<file path="src/rtl/controller_pkg.sv">
// Shared state encoding, default limits and the state-to-output decode for the
// backtracking datapath controller.
package controller_pkg;

    localparam int MAX_CYCLES_DEFAULT = 1023;
    localparam int CNT_W_DEFAULT      = 10;

    localparam logic [3:0] ST_IDLE   = 4'd0;
    localparam logic [3:0] ST_INIT   = 4'd1;
    localparam logic [3:0] ST_UPDATE = 4'd2;
    localparam logic [3:0] ST_WAIT   = 4'd3;
    localparam logic [3:0] ST_ALU    = 4'd4;
    localparam logic [3:0] ST_CALC   = 4'd5;
    localparam logic [3:0] ST_CHECK  = 4'd6;
    localparam logic [3:0] ST_POP    = 4'd7;
    localparam logic [3:0] ST_RESUPD = 4'd8;
    localparam logic [3:0] ST_FINISH = 4'd9;
    localparam logic [3:0] ST_ERROR  = 4'd10;

    typedef enum logic [3:0] {
        S_IDLE   = ST_IDLE,
        S_INIT   = ST_INIT,
        S_UPDATE = ST_UPDATE,
        S_WAIT   = ST_WAIT,
        S_ALU    = ST_ALU,
        S_CALC   = ST_CALC,
        S_CHECK  = ST_CHECK,
        S_POP    = ST_POP,
        S_RESUPD = ST_RESUPD,
        S_FINISH = ST_FINISH,
        S_ERROR  = ST_ERROR
    } state_e;

    typedef struct packed {
        logic load_init;
        logic updater;
        logic alu;
        logic cal_res;
        logic poping;
        logic res_updater;
        logic dont_check;
        logic ready;
        logic finish;
    } ctrl_out_t;

    // Strobes are one-hot by construction: each state raises at most one.
    function automatic ctrl_out_t decode_state(input state_e s);
        ctrl_out_t o;
        o = '0;
        o.dont_check = !(s inside {S_IDLE, S_CHECK, S_FINISH, S_ERROR});
        case (s)
            S_IDLE:   o.ready       = 1'b1;
            S_INIT:   o.load_init   = 1'b1;
            S_UPDATE: o.updater     = 1'b1;
            S_ALU:    o.alu         = 1'b1;
            S_CALC:   o.cal_res     = 1'b1;
            S_POP:    o.poping      = 1'b1;
            S_RESUPD: o.res_updater = 1'b1;
            S_FINISH: o.finish      = 1'b1;
            default:  ;
        endcase
        return o;
    endfunction

endpackage

</file>
<file path="src/rtl/controller_register.sv">
// Generic enabled register with synchronous active-high reset to zero.
module Register #(
    parameter int W = 1
) (
    input  logic         clk,
    input  logic         rst,
    input  logic         en,
    input  logic [W-1:0] d,
    output logic [W-1:0] q
);

    logic [W-1:0] q_q;
    logic [W-1:0] q_d;

    always_comb begin
        q_d = q_q;
        if (en) q_d = d;
    end

    always_ff @(posedge clk) begin
        if (rst) q_q <= '0;
        else     q_q <= q_d;
    end

    assign q = q_q;

endmodule

</file>
<file path="src/rtl/controller_watchdog.sv">
// Saturating run-length counter; flags the cycle on which the count reaches limit.
module watchdog #(
    parameter int CNT_W = 10
) (
    input  logic             clk,
    input  logic             rst,
    input  logic             en,
    input  logic             clr,
    input  logic [CNT_W-1:0] limit,
    output logic             limit_reached
);

    logic [CNT_W-1:0] cnt_q;
    logic [CNT_W-1:0] cnt_d;

    always_comb begin
        cnt_d = cnt_q;
        if (clr)                        cnt_d = '0;
        else if (en && cnt_q != limit)  cnt_d = cnt_q + CNT_W'(1);
    end

    // Lookahead so the FSM leaves on the edge where the count hits the limit.
    assign limit_reached = en && !clr && (limit != '0) && (cnt_q == limit - CNT_W'(1));

    always_ff @(posedge clk) begin
        if (rst) cnt_q <= '0;
        else     cnt_q <= cnt_d;
    end

endmodule

</file>
<file path="src/rtl/controller.sv">
// Sequencer for the backtracking datapath: Moore FSM with registered strobes,
// watchdog-bounded runs and a sticky error flag.
//
// state  | meaning
// IDLE   | ready, waiting for start
// INIT   | load entry, init stack
// UPDATE | mark visited, grow stack
// WAIT   | expect datapath update acknowledge
// ALU    | evaluate ALUs, branch on backtrack
// CALC   | compute value[n], shrink stack
// CHECK  | evaluate done / result acknowledge
// POP    | reload indices from stack top
// RESUPD | n <= multi2 index
// FINISH | one-cycle result-valid pulse
// ERROR  | fault recorded, return to IDLE
module controller
    import controller_pkg::*;
#(
    parameter int MAX_CYCLES = MAX_CYCLES_DEFAULT,
    parameter int CNT_W      = CNT_W_DEFAULT
) (
    input  logic clk,
    input  logic rst,
    input  logic start,
    input  logic updated,
    input  logic backtrack,
    input  logic done,
    input  logic cal_update,
    output logic load_init,
    output logic updater,
    output logic alu,
    output logic cal_res,
    output logic poping,
    output logic res_updater,
    output logic dont_check,
    output logic ready,
    output logic finish,
    output logic err
);

    state_e    state_q, state_d;
    ctrl_out_t out_q, out_d;
    logic      accept;
    logic      wd_limit;
    logic      err_en;
    logic      err_d;

    assign accept = (state_q == S_IDLE) && start;

    watchdog #(.CNT_W(CNT_W)) u_watchdog (
        .clk           (clk),
        .rst           (rst),
        .en            (state_q != S_IDLE),
        .clr           (accept),
        .limit         (CNT_W'(MAX_CYCLES)),
        .limit_reached (wd_limit)
    );

    always_comb begin
        state_d = state_q;
        case (state_q)
            S_IDLE:   if (start) state_d = S_INIT;
            S_INIT:   state_d = S_UPDATE;
            S_UPDATE: state_d = S_WAIT;
            S_WAIT:   state_d = updated ? S_ALU : S_ERROR;
            S_ALU:    state_d = backtrack ? S_CALC : S_UPDATE;
            S_CALC:   state_d = S_CHECK;
            S_CHECK: begin
                if (!cal_update) state_d = S_ERROR;
                else if (done)   state_d = S_FINISH;
                else             state_d = S_POP;
            end
            S_POP:    state_d = S_RESUPD;
            S_RESUPD: state_d = S_UPDATE;
            S_FINISH: state_d = S_IDLE;
            S_ERROR:  state_d = S_IDLE;
            default:  state_d = S_IDLE;
        endcase
        if (wd_limit && state_q != S_ERROR) state_d = S_ERROR;
    end

    assign out_d = decode_state(state_d);

    always_ff @(posedge clk) begin
        if (rst) begin
            state_q <= S_IDLE;
            out_q   <= decode_state(S_IDLE);
        end else begin
            state_q <= state_d;
            out_q   <= out_d;
        end
    end

    // Set on entry to ERROR, cleared only when a new run is accepted.
    assign err_d  = (state_d == S_ERROR);
    assign err_en = accept || err_d;

    Register #(.W(1)) u_err_reg (
        .clk (clk),
        .rst (rst),
        .en  (err_en),
        .d   (err_d),
        .q   (err)
    );

    assign load_init   = out_q.load_init;
    assign updater     = out_q.updater;
    assign alu         = out_q.alu;
    assign cal_res     = out_q.cal_res;
    assign poping      = out_q.poping;
    assign res_updater = out_q.res_updater;
    assign dont_check  = out_q.dont_check;
    assign ready       = out_q.ready;
    assign finish      = out_q.finish;

endmodule

</file>
<file path="config.mk">
export PLATFORM = sky130hd
export DESIGN_NAME = controller
export DESIGN_NICKNAME = d
export VERILOG_FILES = /design/src/rtl/controller_pkg.sv /design/src/rtl/controller_register.sv /design/src/rtl/controller_watchdog.sv /design/src/rtl/controller.sv
export SDC_FILE = /design/constraint.sdc
export NUM_CORES = 1
export LEC_CHECK = 0
export ABC_CLOCK_PERIOD_IN_PS = 4100
export BUFFER_PORTS_ARGS = -buffer_cell sky130_fd_sc_hd__buf_2
export CAP_MARGIN = 20
export CORE_MARGIN = 5
export CORE_UTILIZATION = 48
export CTS_BUF_LIST = sky130_fd_sc_hd__clkbuf_2
export DETAILED_ROUTE_END_ITERATION = 6
export GPL_TIMING_DRIVEN = 0
export PLACE_DENSITY_LB_ADDON = 0.12
export SLEW_MARGIN = 20
export SYNTH_ARGS = -nofsm -noshare
export SYNTH_HDL_FRONTEND = slang
export SYNTH_SLANG_ARGS = --single-unit
</file>
<file path="constraint.sdc">
create_clock -name clk -period 4.1 [get_ports clk]
set_clock_uncertainty 0.15 [all_clocks]
set_input_delay 0.82 -clock clk [delete_from_list [all_inputs] [get_ports clk]]
set_output_delay 0.82 -clock clk [all_outputs]
set_load 0.02 [all_outputs]
</file>
# Word level (Yosys, flattened, before mapping)
# Cells that the tools add are included.
# word_totals
output_inout_bits	10
inputBits	7
ff_bits	24
# classes
reduce_logical	14
n_mux	15
eq_ne	20
add_sub_neg	1
# ops
cell	n
4-bit by 3-bit == test with 1-bit output (second input constant)	8
4-bit one-hot mux with 8 select lines	1
4-bit 2-to-1 mux	5
4-bit == test (second input constant)	4
4-bit by 2-bit == test with 1-bit output (second input constant)	3
10-bit by 1-bit adder with 10-bit output (second input constant)	1
10-bit == test (second input constant)	1
10-bit != test (second input constant)	1
4-bit by 1-bit == test with 1-bit output (second input constant)	2
4-bit logical NOT	2
1-bit 2-to-1 mux	8
4-bit nonzero test	2
1-bit logical AND	5
4-bit != test (second input constant)	1
2-bit OR reduction	2
3-bit 2-to-1 mux	1
1-bit logical NOT	2
1-bit logical OR	1

# Logic depth before layout (Yosys ltp)
# logic_depth
depth_word	10
depth_mapped	7
depth_no_buf	6

# Cells and area by module
# From an unflattened synthesis, not the netlist that was laid out.
# unflattened
cells_unflattened	186
hier_area_um2	1569.0
# modules_own_cells
mod	cells_per_inst	area_per_inst_um2	seq_area_each_um2	instances
watchdog	105	850.8	200.2	1
controller	78	684.4	260.2	1
Register	3	33.8	20.0	1

# Worst setup path before layout
# No wires, ideal clock.
# synth_path
path_kind	input to register
from	input port done
to	register out_q (netlist bit cal_res)
t_arrival_ns	1.980
path_buffers	0
stages	5
t_required_ns	3.872
path_slack_ns	1.892
cell_sequence	nand2b_1 > or3_1 > a31o_1 > or3_1 > nor3_1
# synth_via
elab_chain_len	6
# synth_rtl
item	line	source
from (decl)	controller.sv:27	input logic done,
4-bit 2-to-1 mux	controller.sv:70	else if (done) state_d = S_FINISH;
4-bit 2-to-1 mux	controller.sv:69	if (!cal_update) state_d = S_ERROR;
4-bit one-hot mux with 8 select lines	controller.sv:61	case (state_q)
4-bit 2-to-1 mux	controller.sv:79	if (wd_limit && state_q != S_ERROR) state_d = S_ERROR;
4-bit by 3-bit == test with 1-bit output	controller_pkg.sv:51	case (s)
1-bit 2-to-1 mux	controller_pkg.sv:51	
to (signal assigned)	controller.sv:87	out_q <= decode_state(S_IDLE);
to (signal assigned)	controller.sv:90	out_q <= out_d;
to (decl)	controller.sv:42	ctrl_out_t out_q, out_d;
# No other way between the ends.
# A chain may end at the register's enable or synchronous reset.

# Worst setup path in the final report
# Same ends and word-level chain as after synthesis.

==> impl_metrics.ini <==
[layout]
n_antenna_cell = 0
area_growth_syn_to_layout_pct = 14.37
drive_gt1_share_pct = 25.00
final_util_pct = 57.64
stdcell_area_um2 = 1275
finish.net_count = 150

[power_and_ir_drop]
seqPwrFrac_pct = 51.3
swShare_pct = 25.71
vdd_ir_max_mv = 0.2034
p_per_area_nw_per_um2 = 384.3
pwr-share-comb_pct = 18.0
p_int_uw = 364.0
p_leak_nw = 0.5021
power.switching_uw = 126.0
clkPwrFrac_pct = 30.7
report.power.total_uw = 489.9

[synthesis]
post-synth-top-area-cell = sky130_fd_sc_hd__dfxtp_1
synth_async_sr_flop_share_pct = 0
synth_fp_nets = 129
ys_dominant_reg_cell = sky130_fd_sc_hd__dfxtp_1
synth_sequential_area_ratio_pct = 43.10
synth-seq-cells = 24
synth_xor_area_share_pct = 7.071
synth.avg_cell_area_um2 = 9.290
share_of_cell_area_taken_by_muxes_after_synthesis_pct = 0.8979
ys.warnings.count = 0
synth_compound_gate_area_share_pct = 12.68
synth.top_cell.area_share_pct = 43.10
main_combinational_cell_family_by_area_after_synthesis = simple AND/OR/NAND/NOR gates
yosys-top-cells-area = sky130_fd_sc_hd__dfxtp_1, sky130_fd_sc_hd__nor2_1, sky130_fd_sc_hd__xor2_1
synth_area_um2 = 1115
yosys.cell_types.count = 40
synth_fa_ha_area_share_pct = 2.245
synth_cells = 120
synth-simple-area-share_pct = 29.97
synth_enable_flop_cells = 0

[global_routing]
grt_overflow_total = 0
global_route_wire_length_before_repair_mm = 3.608
grt_max_degree = 15
grt_pass1_vias = 859
grtUsageTotal_pct = 13.45
antenna_found_initial = 0

[cts]
cts.root.buffer_cell = sky130_fd_sc_hd__clkbuf_2
cts_hold_buf = 0
post_cts_resize_count = 0
later_pin_clock_latency_in_the_skew_report_ps = 320
cts_max_level = 1
cts_tree = built
clock_sinks = 24
post_cts.repair.setup_buffers = 0
clk_transition_reported_paths_ps = 210
cts.path.max_buffers = 2
cts-buffers-inserted = 3

[routing]
drt-total-wl_mm = 2.069
detail_route.vias_per_cell = 5.256
dr_total_vias = 883
drt_pass1_iterations = 4
antenna_violating_nets_post_route = 0
drc = 0
drt_iter0_markers = 13
routedWlPerCell_um = 12.32

[timing]
worst_hold_slack_ps = 323.3
timing.slew.headroom_pct = 64.65
tns_ps = 0
post-route-min-period_ps = 2069
fmax_mhz = 483.3
final_setup_fails = 0
min_period_over_period_pct = 50.47
final-max-slew-violation-count = 0
worst-slew-pin-transition_ps = 525.8
finalHoldViolations = 0
grt_setup_unrepaired = false

[placed_design]
finalWeightedCongestion = 0.7939
hpwl_mm = 1.575
portBuffers = 16
dpl_cell_area_um2 = 1230

[die]
die_area_um2 = 3386
chipHeight_um = 58.19
io_pins = 17
die_x_um = 58.19
row_count = 17
coreArea_um2 = 2212
initial_core_util_pct = 50.40

[setup_path]
worstSetupStartpointType = input pin
crit_required_ps = 4220
critPathKind = input pin to flop
timing.critical_path.to_type = flop
cp_data_arrival_time_ps = 2190
crit_fanout = 5

[flow_run]
cap_violations = 0

[hold_path]
hold_class = flop to flop

[outcome]
status = finished clean
[synthesized netlist by cell type, drive strengths merged (2+ instances only)]
cell,instances
a2111oi,2
nor2b,3
nand4,4
nand2,8
dfxtp,24
o32ai,2
xor2,6
inv,4
nor2,21
xnor2,3
or3,4
buf,4
and2,3
nand2b,3
nand3,3
nor3,3
ha,2
a21oi,2
nor4,4
[power groups by stage]
stage                     clock network (mW)  logic [mW]  registers [mW]
after floorplan                            0      0.0608           0.262
after global placement                     0      0.0881           0.256
after detailed placement                   0      0.0890           0.256
after CTS                              0.159      0.0894           0.252
after global routing                   0.167      0.0991           0.254
final                                  0.150      0.0884           0.251
[layout make-up]
class                           instances  area, µm²
Buffer                                  5      30.03
Clock buffer                            3      15.01
Clock inverter                          1      30.03
Fill cell                             207      937.1
Inverter                                4      15.01
Multi-Input combinational cell         87      589.3
Sequential cell                        24      480.5
Tap cell                               28      35.03
Timing Repair Buffer                   16      80.08
[worst paths after layout]
kind / start / endpoint / slack (ps) / cells past startpoint
worst max register to register: state_q[3]$_SDFF_PP0_ / dont_check$_SDFF_PP0_ / 2100 / 6
worst min-delay path: u_err_reg.q$_SDFFE_PP0P_ / u_err_reg.q$_SDFFE_PP0P_ / 320 / 2
worst min register to register: u_err_reg.q$_SDFFE_PP0P_ / u_err_reg.q$_SDFFE_PP0P_ / 320 / 2
worst max-delay path: done / cal_res$_SDFF_PP0_ / 2030 / 6
[kinds of logic after synthesis]
family | after synthesis
and+or+nand+nor | 59
xor gates and xnor gates | 9
AOI/OAI and AO/OA | 16
adders and majority gates | 2
DFF | 24
buffers and inverters | 9
muxes | 1
[flip-flops by register name (all words and copies together), names as in the netlist]
name	cells
poping	1
res_updater	1
cal_res	1
ready	1
updater	1
dont_check	1
u_watchdog.cnt_q	10
load_init	1
finish	1
alu	1
state_q	4
u_err_reg.q	1
[stage by stage]
step,setup WS [ps],instances
2_1_floorplan,1892,120
3_3_place_gp,1668,164
3_5_place_dp,1673,164
4_1_cts,2055,168
5_1_grt,1954,168
6_report,2031,168
[cells in the final DEF, fill, tap and decap left out, drive strengths merged, types with 2 or more instances in the layout]
cell and n:
nor4 4, inv 4, nor3 3, nor2 21, o32ai 2, nand4 4
buf 20, a21oi 2, ha 2, nor2b 3, nand3 3, xor2 6
and2 3, xnor2 3, nand2 8, dfxtp 24, a2111oi 2, nand2b 3
clkbuf 4, or3 4
[worst max-delay path, cell delays in order]
cell and delay (ps):
sky130_fd_sc_hd__buf_2 100, sky130_fd_sc_hd__nand2b_1 150, sky130_fd_sc_hd__or3_1 340, sky130_fd_sc_hd__a31o_1 270, sky130_fd_sc_hd__or3_1 370, sky130_fd_sc_hd__nor3_1 130
[per-layer routing]
layer	wire length [µm]	track usage, %	share of wire, %	vias up
met1	893	15.60	43	414
met3	62	2.227	3.0	2
met5	0	0	0	-
met4	16	4.967	0.77	0
met2	1097	24.52	53	6
li1	-	-	-	461
Power figures use the tool's default switching activity.
